--- config.mk ---
export PLATFORM = sky130hd
export DESIGN_NAME = pipeline_hazard_ctrl
export DESIGN_NICKNAME = d
export VERILOG_FILES = /design/src/rtl/mips_pkg.sv /design/src/rtl/fwd_unit.sv /design/src/rtl/pipeline_hazard_ctrl.sv
export SDC_FILE = /design/constraint.sdc
export NUM_CORES = 1
export LEC_CHECK = 0
export CELL_PAD_IN_SITES_DETAIL_PLACEMENT = 0
export CELL_PAD_IN_SITES_GLOBAL_PLACEMENT = 1
export CORE_ASPECT_RATIO = 1.4
export CORE_MARGIN = 3
export CORE_UTILIZATION = 34
export CTS_BUF_LIST = sky130_fd_sc_hd__clkbuf_4 sky130_fd_sc_hd__clkbuf_8
export DETAILED_ROUTE_END_ITERATION = 10
export PLACE_DENSITY_LB_ADDON = 0.1
export SLEW_MARGIN = 5
export SYNTH_ARGS = -nofsm -noshare
export SYNTH_HDL_FRONTEND = slang
export SYNTH_HIERARCHICAL = 1
export SYNTH_SLANG_ARGS = --single-unit
--- constraint.sdc ---
create_clock -name CLK -period 2.4 [get_ports CLK]
set_input_delay 0.24 -clock CLK [delete_from_list [all_inputs] [get_ports CLK]]
set_output_delay 0.24 -clock CLK [all_outputs]
set_load 0.02 [all_outputs]
--- src/rtl/mips_pkg.sv ---
// Shared encodings for the 5-stage MIPS pipeline control: forwarding selects,
// sequencer states and the hardwired zero register.
package mips_pkg;

  localparam logic [1:0] FWD_RF    = 2'b00;
  localparam logic [1:0] FWD_EXMEM = 2'b10;
  localparam logic [1:0] FWD_MEMWB = 2'b01;

  localparam logic [4:0] REG_ZERO  = 5'd0;

  typedef enum logic {
    ST_RUN      = 1'b0,
    ST_MEM_WAIT = 1'b1
  } state_t;

  // $0 is hardwired, so it never produces a dependency.
  function automatic logic reg_match(input logic [4:0] a, input logic [4:0] b);
    return (a != REG_ZERO) && (a == b);
  endfunction

endpackage

--- src/rtl/fwd_unit.sv ---
// EX-stage operand forwarding selects for both ALU operands.
// Purely combinational (0-cycle); no flow control.
module fwd_unit
  import mips_pkg::*;
(
  input  logic [4:0] ex_rs,
  input  logic [4:0] ex_rt,
  input  logic       mem_regwrite,
  input  logic [4:0] mem_wreg,
  input  logic       wb_regwrite,
  input  logic [4:0] wb_wreg,
  output logic [1:0] fwd_a,
  output logic [1:0] fwd_b
);

  // The younger result in EX/MEM shadows the older one in MEM/WB.
  function automatic logic [1:0] pick(input logic [4:0] src);
    if (mem_regwrite && reg_match(mem_wreg, src)) return FWD_EXMEM;
    if (wb_regwrite && reg_match(wb_wreg, src))   return FWD_MEMWB;
    return FWD_RF;
  endfunction

  always_comb begin
    fwd_a = pick(ex_rs);
    fwd_b = pick(ex_rt);
  end

endmodule

--- src/rtl/pipeline_hazard_ctrl.sv ---
// Pipeline sequencer: per-stage enables/flushes, forwarding selects, memory freeze, statistics.
// All decisions are 0-cycle combinational; a busy data memory freezes every stage.
module pipeline_hazard_ctrl
  import mips_pkg::*;
#(
  parameter int CNT_W   = 16,
  parameter int MEM_TMO = 255
) (
  input  logic             CLK,
  input  logic             RST_N,
  input  logic [4:0]       id_rs,
  input  logic [4:0]       id_rt,
  input  logic             id_uses_rs,
  input  logic             id_uses_rt,
  input  logic [4:0]       ex_rs,
  input  logic [4:0]       ex_rt,
  input  logic             ex_memread,
  input  logic             ex_jump,
  input  logic             mem_regwrite,
  input  logic [4:0]       mem_wreg,
  input  logic             wb_regwrite,
  input  logic [4:0]       wb_wreg,
  input  logic             mem_branch_taken,
  input  logic             mem_access,
  input  logic             dmem_ready,
  output logic             pc_en,
  output logic             ifid_en,
  output logic             idex_en,
  output logic             exmem_en,
  output logic             memwb_en,
  output logic             ifid_flush,
  output logic             idex_flush,
  output logic             exmem_flush,
  output logic [1:0]       fwd_a,
  output logic [1:0]       fwd_b,
  output logic             mem_timeout,
  output logic [CNT_W-1:0] stall_cnt,
  output logic [CNT_W-1:0] flush_cnt
);

  localparam int TMO_W = 8;
  localparam logic [TMO_W-1:0] TMO_LAST = TMO_W'(MEM_TMO - 1);

  state_t           state, state_nxt;
  logic             pend_br, pend_br_nxt;
  logic             pend_jmp, pend_jmp_nxt;
  logic [TMO_W-1:0] tmo_cnt;
  logic [1:0]       fwd_a_raw, fwd_b_raw;
  logic             load_use, freeze, stall_ev, flush_ev, br, jmp;

  fwd_unit u_fwd (
    .ex_rs        (ex_rs),
    .ex_rt        (ex_rt),
    .mem_regwrite (mem_regwrite),
    .mem_wreg     (mem_wreg),
    .wb_regwrite  (wb_regwrite),
    .wb_wreg      (wb_wreg),
    .fwd_a        (fwd_a_raw),
    .fwd_b        (fwd_b_raw)
  );

  assign load_use = ex_memread &&
                    ((id_uses_rs && reg_match(ex_rt, id_rs)) ||
                     (id_uses_rt && reg_match(ex_rt, id_rt)));

  // A branch/jump seen while entering the freeze is replayed on the release cycle.
  assign br  = mem_branch_taken || pend_br;
  assign jmp = ex_jump || pend_jmp;

  always_comb begin
    state_nxt    = state;
    pend_br_nxt  = pend_br;
    pend_jmp_nxt = pend_jmp;
    freeze       = 1'b0;
    stall_ev     = 1'b0;
    pc_en        = 1'b1;
    ifid_en      = 1'b1;
    idex_en      = 1'b1;
    exmem_en     = 1'b1;
    memwb_en     = 1'b1;
    ifid_flush   = 1'b0;
    idex_flush   = 1'b0;
    exmem_flush  = 1'b0;
    fwd_a        = fwd_a_raw;
    fwd_b        = fwd_b_raw;

    case (state)
      ST_RUN: begin
        if (mem_access && !dmem_ready) begin
          freeze       = 1'b1;
          state_nxt    = ST_MEM_WAIT;
          pend_br_nxt  = mem_branch_taken;
          pend_jmp_nxt = ex_jump;
        end
      end
      ST_MEM_WAIT: begin
        if (!dmem_ready) begin
          freeze = 1'b1;
        end else begin
          state_nxt    = ST_RUN;
          pend_br_nxt  = 1'b0;
          pend_jmp_nxt = 1'b0;
        end
      end
      default: state_nxt = ST_RUN;
    endcase

    if (freeze) begin
      {pc_en, ifid_en, idex_en, exmem_en, memwb_en} = 5'b00000;
      stall_ev = 1'b1;
    end else if (br) begin
      ifid_flush  = 1'b1;
      idex_flush  = 1'b1;
      exmem_flush = 1'b1;
    end else if (jmp) begin
      ifid_flush = 1'b1;
      idex_flush = 1'b1;
    end else if (load_use) begin
      pc_en      = 1'b0;
      ifid_en    = 1'b0;
      idex_flush = 1'b1;
      stall_ev   = 1'b1;
    end

    if (!RST_N) begin
      {pc_en, ifid_en, idex_en, exmem_en, memwb_en} = 5'b00000;
      {ifid_flush, idex_flush, exmem_flush}         = 3'b111;
      fwd_a = FWD_RF;
      fwd_b = FWD_RF;
    end
  end

  assign flush_ev = ifid_flush || idex_flush || exmem_flush;

  always_ff @(posedge CLK) begin
    if (!RST_N) begin
      state       <= ST_RUN;
      pend_br     <= 1'b0;
      pend_jmp    <= 1'b0;
      tmo_cnt     <= '0;
      mem_timeout <= 1'b0;
      stall_cnt   <= '0;
      flush_cnt   <= '0;
    end else begin
      state    <= state_nxt;
      pend_br  <= pend_br_nxt;
      pend_jmp <= pend_jmp_nxt;

      if (state == ST_MEM_WAIT && !dmem_ready) begin
        if (tmo_cnt != '1) tmo_cnt <= tmo_cnt + TMO_W'(1);
        if (tmo_cnt == TMO_LAST) mem_timeout <= 1'b1;
      end else begin
        tmo_cnt <= '0;
      end

      if (stall_ev && stall_cnt != '1) stall_cnt <= stall_cnt + CNT_W'(1);
      if (flush_ev && flush_cnt != '1) flush_cnt <= flush_cnt + CNT_W'(1);
    end
  end

endmodule

# Word-level counts from Yosys, hierarchy flattened
# Cells that the tools add are included.
[word_totals]
register_bits = 44
inputBits = 41
out_inout_bits = 45
[op_classes]
addsub = 3
eq_ne = 12
n_mux = 46
n_bitwise = 1
n_reduce_logical = 29
[op_table]
columns = ["cell", "count"]
rows = [
  ["2-to-1 mux 1 bit", 33],
  ["adder 16 x 1 -> 16 bit, second input constant", 2],
  ["!= test 16 bit, second input constant", 2],
  ["equality test 5 bit", 6],
  ["2-to-1 mux 2 bit", 10],
  ["logical AND 1 bit", 17],
  ["nonzero test 5 bit", 3],
  ["adder 8 x 1 -> 8 bit, second input constant", 1],
  ["equality test 8 bit, second input constant", 1],
  ["!= test 8 bit, second input constant", 1],
  ["one-hot mux 1 bit (2 select lines)", 3],
  ["AND reduction 2 bit", 3],
  ["logical OR 1 bit", 5],
  ["!= test 2 bit, second input constant", 2],
  ["logical NOT 1 bit", 1],
  ["inverter 1 bit", 1],
]

# Depth between registers and ports, before layout
# Gate-level depths: netlist (run 1).
[depth]
ltp_word = 13
depth_mapped = 9
mapped_depth_nobuf = 7

# By module
# The synthesis (run 1) kept the hierarchy.
[by_module_without_submodules]
columns = ["mod", "n_inst", "cells_per_inst", "area_each_um2", "seq_area_each_um2"]
rows = [
  ["pipeline_hazard_ctrl", 1, 289, 2366.0, 880.8],
  ["fwd_unit", 1, 34, 270.3, 0.0],
]

# Worst setup path after synthesis (run 1)
# OpenSTA, ideal clock, no wires.
[synth_timing]
path_type = "reg-to-reg"
from = "reg flush_cnt[0]"
to = "reg flush_cnt[9]"
setup_ns = 0.070
arrival_ns = 2.005
path_slack_ns = 0.325
path_stages_with_launch = 9
path_buffers = 2
cell_sequence = "dfxtp_1 ha_1 and3_4 buf_6 a311oi_2 a21oi_2 buf_6 or4_1 a21oi_1"
[synth_via]
elab_chain_cells = 2
elab_cells_between_ends = 3
classes_between = "add/sub (1); eq/ne (1); reduce/logical (1)"
[synth_lines]
columns = ["item", "line_no", "text"]
rows = [
  ["start, declared", "pipeline_hazard_ctrl.sv:38", "output logic [CNT_W-1:0] flush_cnt"],
  ["start signal, assigned", "pipeline_hazard_ctrl.sv:157", "if (flush_ev && flush_cnt != '1) flush_cnt <= flush_cnt + CNT_W'(1);"],
  ["branches (longest 2 deep; another with adder 16 x 1 -> 16 bit)", "n/a", ""],
]
# Several ways; the timed one is not identified.
# A chain may end at the register's enable or synchronous reset.

# Worst setup path after layout (run 1)
[layout_timing]
from = "in ex_rt[2]"
to = "out ifid_en"
[layout_via]
elab_chain_cells = 10
elab_cells_between_ends = 14
classes_between = "eq/ne (2); mux (5); reduce/logical (7)"
[layout_lines]
columns = ["item", "line_no", "text"]
rows = [
  ["start, declared", "pipeline_hazard_ctrl.sv:16", "input logic [4:0] ex_rt,"],
  ["equality test 5 bit or nonzero test 5 bit (tied branches)", "mips_pkg.sv:18", "return (a != REG_ZERO) && (a == b);"],
  ["logical AND 1 bit", "mips_pkg.sv:18", ""],
  ["logical AND 1 bit, on equally long branches", "pipeline_hazard_ctrl.sv:63, pipeline_hazard_ctrl.sv:64", ""],
  ["logical OR 1 bit *", "pipeline_hazard_ctrl.sv:63", "((id_uses_rs && reg_match(ex_rt, id_rs)) ||"],
  ["logical AND 1 bit *", "pipeline_hazard_ctrl.sv:62", "assign load_use = ex_memread &&"],
  ["2-to-1 mux 1 bit *", "pipeline_hazard_ctrl.sv:118", "end else if (load_use) begin"],
  ["2-to-1 mux 1 bit *", "pipeline_hazard_ctrl.sv:115", "end else if (jmp) begin"],
  ["2-to-1 mux 1 bit *", "pipeline_hazard_ctrl.sv:111", "end else if (br) begin"],
  ["2-to-1 mux 1 bit *", "pipeline_hazard_ctrl.sv:108", "if (freeze) begin"],
  ["2-to-1 mux 1 bit *", "pipeline_hazard_ctrl.sv:125", "if (!RST_N) begin"],
  ["end, declared", "pipeline_hazard_ctrl.sv:27", "output logic ifid_en,"],
]
# Mark *: on every way between the ends. The rest lies on a longest branch, timed or not.

==> run_results.csv, run 1 <==
group,metric,value,unit
outcome,status,"finished clean",
placement,post-dp-hpwl,5563,um
logic_synthesis,yosysSeqAreaShare,33.41,%
die,die_h,110.2,um
global_routing,antenna_found_initial,0,
global_routing,grt_max_degree,36,
die,dieArea,8861,um2
power,finalPower,1.678,mW
cells_and_area,num_antenna_cells,0,
logic_synthesis,synth_top_family_by_area,"simple AND/OR/NAND/NOR gates",
timing,fin_worst_skew,0.005697,ns
logic_synthesis,synthMuxAreaShare,1.139,%
timing,tns,0,ns
critical_path,crit_path_top_delay_cell,"or4_1",
global_routing,grt_pass1_vias,2608,
timing,grt_setup_unrepaired,"true",
logic_synthesis,synth_edf_count,0,
routing,num_vias,2711,
cts,clk_latency,0.30,ns
logic_synthesis,yosysTopAreaCellShare,33.41,%
logic_synthesis,netlist_top_cells_count,"dfxtp_1 (44), a21oi_1 (32), xnor2_1 (28)",
die,core,7453,um2
cts,post-cts-setup-buffers,0,
logic_synthesis,yosys.area_share.simple,28.86,%
routing,drc,0,
logic_synthesis,synthDistinctLibCells,41,
cts,cts-root-buf,"clkbuf_8",
logic_synthesis,yosysWarnings,6,
timing,period_share,95.84,%
routing,via_per_inst,5.105,
routing,drtIter0Drc,66,
power,power_density,431.0,nW/um2
cells_and_area,fillers,725,
timing,finalSetupViolations,0,
logic_synthesis,synth_compound_area_share,18.32,%
die,initial_core_util,35.37,%
routing,wl_per_cell,13.60,um
logic_synthesis,synth-seq-cells,44,
cts,numCtsBuffers,5,
logic_synthesis,netlist_area,2636,um2
power,ir_drop,0.0003187,V
placement,placed_cells,523,
timing,max_slew_margin,72.42,%
routing,firstDrtPassIters,4,
logic_synthesis,synth_nets,368,
cts,clock-sinks,44,
cts,cts_tree,"built",
logic_synthesis,yosysMostFrequentCell,"dfxtp_1",
placement,portBuffers,85,
logic_synthesis,synth_xor_area_share,11.63,%
logic_synthesis,netlist_top_cells_area,"dfxtp_1 (33%), xnor2_1 (9.3%), a21oi_1 (6.1%)",
cells_and_area,final_nets,478,
die,boundaryPins,86,
cts,htree_levels,2,
logic_synthesis,yosys.area.top_type,"dfxtp_1",
timing,tightest_slew,0.4099,ns
timing,fmax,434.8,MHz
timing,drv_slew,0,
run,drv_cap,0,
global_routing,grt_pass1_wl,12050,um
routing,antenna_left,0,
timing,setup_ws,0.09991,ns
cells_and_area,design_area,3892,um2
die,dieWidth,80.42,um
routing,wl,7222,um
timing,fin_crit,2.300,ns
cts,hold_buffers,0,
critical_path,critPathLaunchType,"input port",
timing,hold_violations,0,
critical_path,worst-path-max-fanout,4,
critical_path,crit_chain,"clkdlybuf4s50_1 > or4_1 > o21ai_2 > nand2b_1 > o21a_1 > clkdlybuf4s15_1",
power,p_leak,1.311,nW
cts,path_clk_slew,0.09,ns
logic_synthesis,synth_flop_cell,"dfxtp_1",
die,row_count,37,
placement,place_ws,-0.3186,ns
critical_path,critPathMaxStageDelay,0.57,ns
critical_path,worst-setup-path-type,"in -> out",
hold_path,hold_path.class,"reg -> reg",
cts,clock_path_buffers,2,
cells_and_area,areaGrowthSynthToFinish,47.65,%
critical_path,required,2.16,ns
logic_synthesis,synthArstFlopShare,0,%
critical_path,crit_path_end_kind,"output pin",
placement,post_dp_cell_area,3782,um2
cells_and_area,final_cell_count_no_fill,531,
critical_path,crit_arrival,2.06,ns
global_routing,overflow,0,
logic_synthesis,synth_cells,323,
logic_synthesis,synth.avg_cell_area,8.162,um2
cells_and_area,drive_gt1_share,12.90,%
placement,gp_congestion,0.8011,
logic_synthesis,yosys.area_share.adder,1.898,%
global_routing,grt_usage,16.99,%
-- cell usage in the layout, fill, tap and decap left out, types with 9 or more instances in the layout --
master / instances
a21oi_1: 32
nand4_1: 13
clkdlybuf4s50_1: 78
or3_1: 20
buf_4: 32
nor2_1: 19
dfxtp_1: 44
o31ai_1: 9
xnor2_1: 28
o21ai_1: 16
nand2_1: 24
or4_1: 12
nand3_1: 14
-- metrics by stage --
| stage | util (%) | hold slack [ns] |
|---|---|---|
| global route | 52.22 | 0.5287 |
| finish | 52.22 | 0.4837 |
| detailed placement | 50.75 | 0.4693 |
| global placement | 50.75 | 0.4518 |
| floorplan | - | 0.3617 |
| CTS | 52.33 | 0.4925 |
-- per-layer routing --
layer / vias up / wire, um / global-route usage, %
li1: 1411 / - / -
met1: 1237 / 3082 / 20.12
met2: 58 / 3742 / 30.81
met3: 5 / 334 / 3.740
met4: 0 / 62 / 4.227
met5: - / 0 / 0
-- report_power, final --
part	switching [mW]	internal (mW)	total (mW)	leakage, nW
combinational	0.149	0.185	0.334	0.901
clock	0.275	0.314	0.589	0.0548
sequential	0.0135	0.741	0.755	0.356
-- sequential cells by signal (all words and copies together) (netlist names) --
signal	count
pend_jmp	1
flush_cnt	16
state	1
pend_br	1
mem_timeout	1
stall_cnt	16
tmo_cnt	8
-- cell families (layout without fill, tap and decap cells) --
logic type / Yosys count / in the layout
xor gates and xnor gates: 35 / 35
buffers and inverters: 22 / 133
and+or+nand+nor: 134 / 134
muxes: 3 / 3
DFF: 44 / 44
AOI/OAI and AO/OA: 81 / 81
adders and majority gates: 4 / 4
-- critical path, delay by kind of cell --
family | cells | cell delay (ns)
and+or+nand+nor | 2 | 0.71
AOI/OAI and AO/OA | 2 | 0.30
buffers and inverters | 2 | 0.81
-- final cells by class --
class	count	area, um2	area share [%]
Inverter	7	26.28	0.6750
Tap cell	97	121.4	3.118
Clock buffer	5	68.82	1.768
Timing Repair Buffer	118	1112	28.58
Multi-Input combinational cell	257	1637	42.04
Sequential cell	44	880.8	22.63
Clock inverter	3	46.29	1.189
-- final timing paths --
check | slack, ns | cells after the start | to | startpoint
max | 0.1 | 6 | ifid_en | ex_rt[2]
min | 0.48 | 2 | mem_timeout$_SDFFE_PN0P_ | mem_timeout$_SDFFE_PN0P_
max reg2reg | 0.28 | 7 | flush_cnt[9]$_SDFFE_PN0P_ | flush_cnt[0]$_SDFFE_PN0P_
min reg2reg | 0.48 | 2 | mem_timeout$_SDFFE_PN0P_ | mem_timeout$_SDFFE_PN0P_
-- repair_timing --
action	in CTS	in global routing
resized for setup	12	5
setup endpoints to repair	7	4
pin swaps	0	2
No activity file was read; power rests on OpenSTA's default activity.
==> run 2, diff against run 1 <==
Settings changed: ABC_AREA from default to 1, SKIP_LAST_GASP from default to 1.
==> run_results.csv, run 2 <==
group,metric,value,unit
logic_synthesis,synth_nets,563,
logic_synthesis,yosysWarnings,6,
cells_and_area,top_regs,"flush_cnt x16, stall_cnt x16, tmo_cnt x8",
die,initial_core_util,35.74,%
routing,antenna_left,0,
logic_synthesis,netlist_area,3131,um2
power,p_leak,1.878,nW
timing,fin_crit,2.269,ns
cts,clk_latency,0.31,ns
cells_and_area,drive_gt1_share,7.237,%
critical_path,crit_path_top_delay_cell,"clkdlybuf4s50_1",
timing,tns,0,ns
logic_synthesis,yosys.area.top_type,"dfxtp_1",
cells_and_area,final_cell_mix,"nand2_1 (169), clkdlybuf4s50_1 (80), inv_1 (65)",
cts,cts-resized-gates,1,
cts,hold_buffers,0,
routing,num_vias,3378,
cells_and_area,areaGrowthSynthToFinish,35.69,%
global_routing,antenna_found_initial,0,
die,die_h,119.5,um
timing,tightest_slew,0.3848,ns
cts,path_clk_slew,0.08,ns
logic_synthesis,synth_flop_cell,"dfxtp_1",
critical_path,crit_path_end_kind,"output pin",
cts,clock_path_buffers,2,
die,row_count,40,
global_routing,grt_usage,16.93,%
critical_path,worst-path-max-fanout,4,
die,dieArea,10410,um2
logic_synthesis,netlist_top_cells_area,"dfxtp_1 (28%), nand2_1 (20%), nand3_1 (8.6%)",
timing,grt_setup_unrepaired,"false",
cts,post-cts-setup-buffers,0,
critical_path,cp_common_cell,"nand2_1",
routing,drtIter0Drc,83,
timing,fin_worst_skew,0.01213,ns
logic_synthesis,synth_cells,518,
cts,htree_levels,2,
critical_path,worst-setup-path-type,"in -> out",
cts,cts-root-buf,"clkbuf_8",
timing,finalSetupViolations,0,
critical_path,worst-path-buf-inv,4,
cells_and_area,final_nets,652,
die,boundaryPins,86,
logic_synthesis,yosysMostFrequentCell,"nand2_1",
routing,via_per_inst,4.738,
die,core,8758,um2
global_routing,overflow,0,
cts,clock-sinks,44,
global_routing,grt_pass1_wl,14430,um
critical_path,critPathMaxStageDelay,0.60,ns
logic_synthesis,netlist_top_cells_count,"nand2_1 (169), inv_1 (65), nor2_1 (58)",
critical_path,crit_chain,"clkdlybuf4s50_1 > inv_1 > nand2_1 > nand2_1 > nor2_1 > nand2_1 > nor2_2 > nand2_1 > inv_1 > clkdlybuf4s50_1",
logic_synthesis,synth-seq-cells,44,
logic_synthesis,synthArstFlopShare,0,%
placement,post-dp-hpwl,6819,um
placement,portBuffers,85,
routing,firstDrtPassIters,4,
run,drv_cap,0,
timing,hold_slack,0.4639,ns
timing,period_share,94.56,%
power,power_density,398.4,nW/um2
cells_and_area,fin_util,48.50,%
routing,wl,8632,um
routing,wl_per_cell,12.11,um
die,dieWidth,87.10,um
power,ir_drop,0.0002954,V
routing,drc,0,
timing,max_slew_margin,74.34,%
cts,cts_tree,"built",
global_routing,grt_pass1_vias,3331,
logic_synthesis,yosysSeqAreaShare,28.14,%
cells_and_area,num_antenna_cells,0,
cts,numCtsBuffers,5,
logic_synthesis,synthDistinctLibCells,30,
timing,hold_violations,0,
critical_path,crit_arrival,2.03,ns
outcome,status,"finished clean",
cells_and_area,final_common_cell,"nand2_1",
logic_synthesis,yosysTopAreaCellShare,28.14,%
timing,drv_slew,0,
critical_path,critPathLaunchType,"input port",
global_routing,grt_max_degree,30,
hold_path,hold_path.class,"reg -> reg",
critical_path,path_delay_family,"buffers and inverters",
logic_synthesis,synth_edf_count,0,
timing,fmax,440.7,MHz
power,finalPower,1.692,mW
logic_synthesis,synth.avg_cell_area,6.043,um2
critical_path,required,2.16,ns
placement,gp_congestion,0.8582,
run 2: cell count changes after synthesis, sizes merged, moves of 18 or more:
cell / previous run / this run
nor2: 19 / 60
inv: 6 / 69
nand3: 14 / 55
nand2: 24 / 174
or3: 20 / 0
xnor2: 28 / 10
o21ai: 26 / 5
run 2: final cells by class:
| cell class | instances | area (um2) |
|---|---|---|
| clock buffers | 5 | 68.82 |
| clock inverters | 3 | 46.29 |
| fillers | 904 | 4511 |
| inverters | 69 | 259.0 |
| multi-input cells | 391 | 1907 |
| flip-flops and latches | 44 | 880.8 |
| well taps | 105 | 131.4 |
| repair buffers | 96 | 954.7 |
run 2: metrics by stage:
stage	area, um2	setup WS (ns)	cells
detailed placement	4121	-0.003433	705
global placement	4121	0.03481	705
finish	4248	0.1306	713
floorplan	3131	0.4927	518
CTS	4235	0.01679	713
global route	4248	0.009729	713
run 2: per-layer routing:
metal	share of wire, %	GRT usage [%]	vias up
li1	-	-	1799
met1	42	19.36	1476
met2	51	30.66	91
met3	4.7	2.885	12
met4	2.1	6.334	0
met5	0	0	-
run 2: where the power goes:
group / internal (mW) / total, mW / switching, mW
sequential: 0.741 / 0.754 / 0.0139
combinational: 0.153 / 0.334 / 0.181
clock: 0.314 / 0.604 / 0.290
total: 1.21 / 1.69 / 0.485
run 2: worst reg2reg max path, stage by stage (launching register included):
cell,delay [ns]
dfxtp_1,0.46
ha_1,0.23
nand2_2,0.09
nor3b_4,0.30
nand2_2,0.13
nor3_2,0.14
nand2_2,0.14
nand2_2,0.26
nand2_1,0.11
a21oi_2,0.12
run 2: cells by family (layout without fill, tap and decap cells):
kind of cell / count (synthesis) / in the layout / share of synthesized area [%]
AO/OA/AOI/OAI: 53 / 53 / 9.952
XOR/XNOR: 29 / 29 / 8.113
buffers and inverters: 83 / 173 / 11.03
adder cells (fa/ha/maj): 4 / 4 / 1.599
AND/OR/NAND/NOR: 305 / 305 / 41.17
flip-flops: 44 / 44 / 28.14
run 2: worst paths after layout:
path                            slack (ns)  cells past startpoint                          to                      start
worst max-delay path                  0.13                     10                    fwd_a[1]                mem_wreg[2]
worst max register to register        0.37                      9  flush_cnt[15]$_SDFFE_PN0P_  flush_cnt[0]$_SDFFE_PN0P_
worst min-delay path                  0.46                      2        pend_br$_SDFFE_PN0P_       pend_br$_SDFFE_PN0P_
worst min register to register        0.46                      2        pend_br$_SDFFE_PN0P_       pend_br$_SDFFE_PN0P_
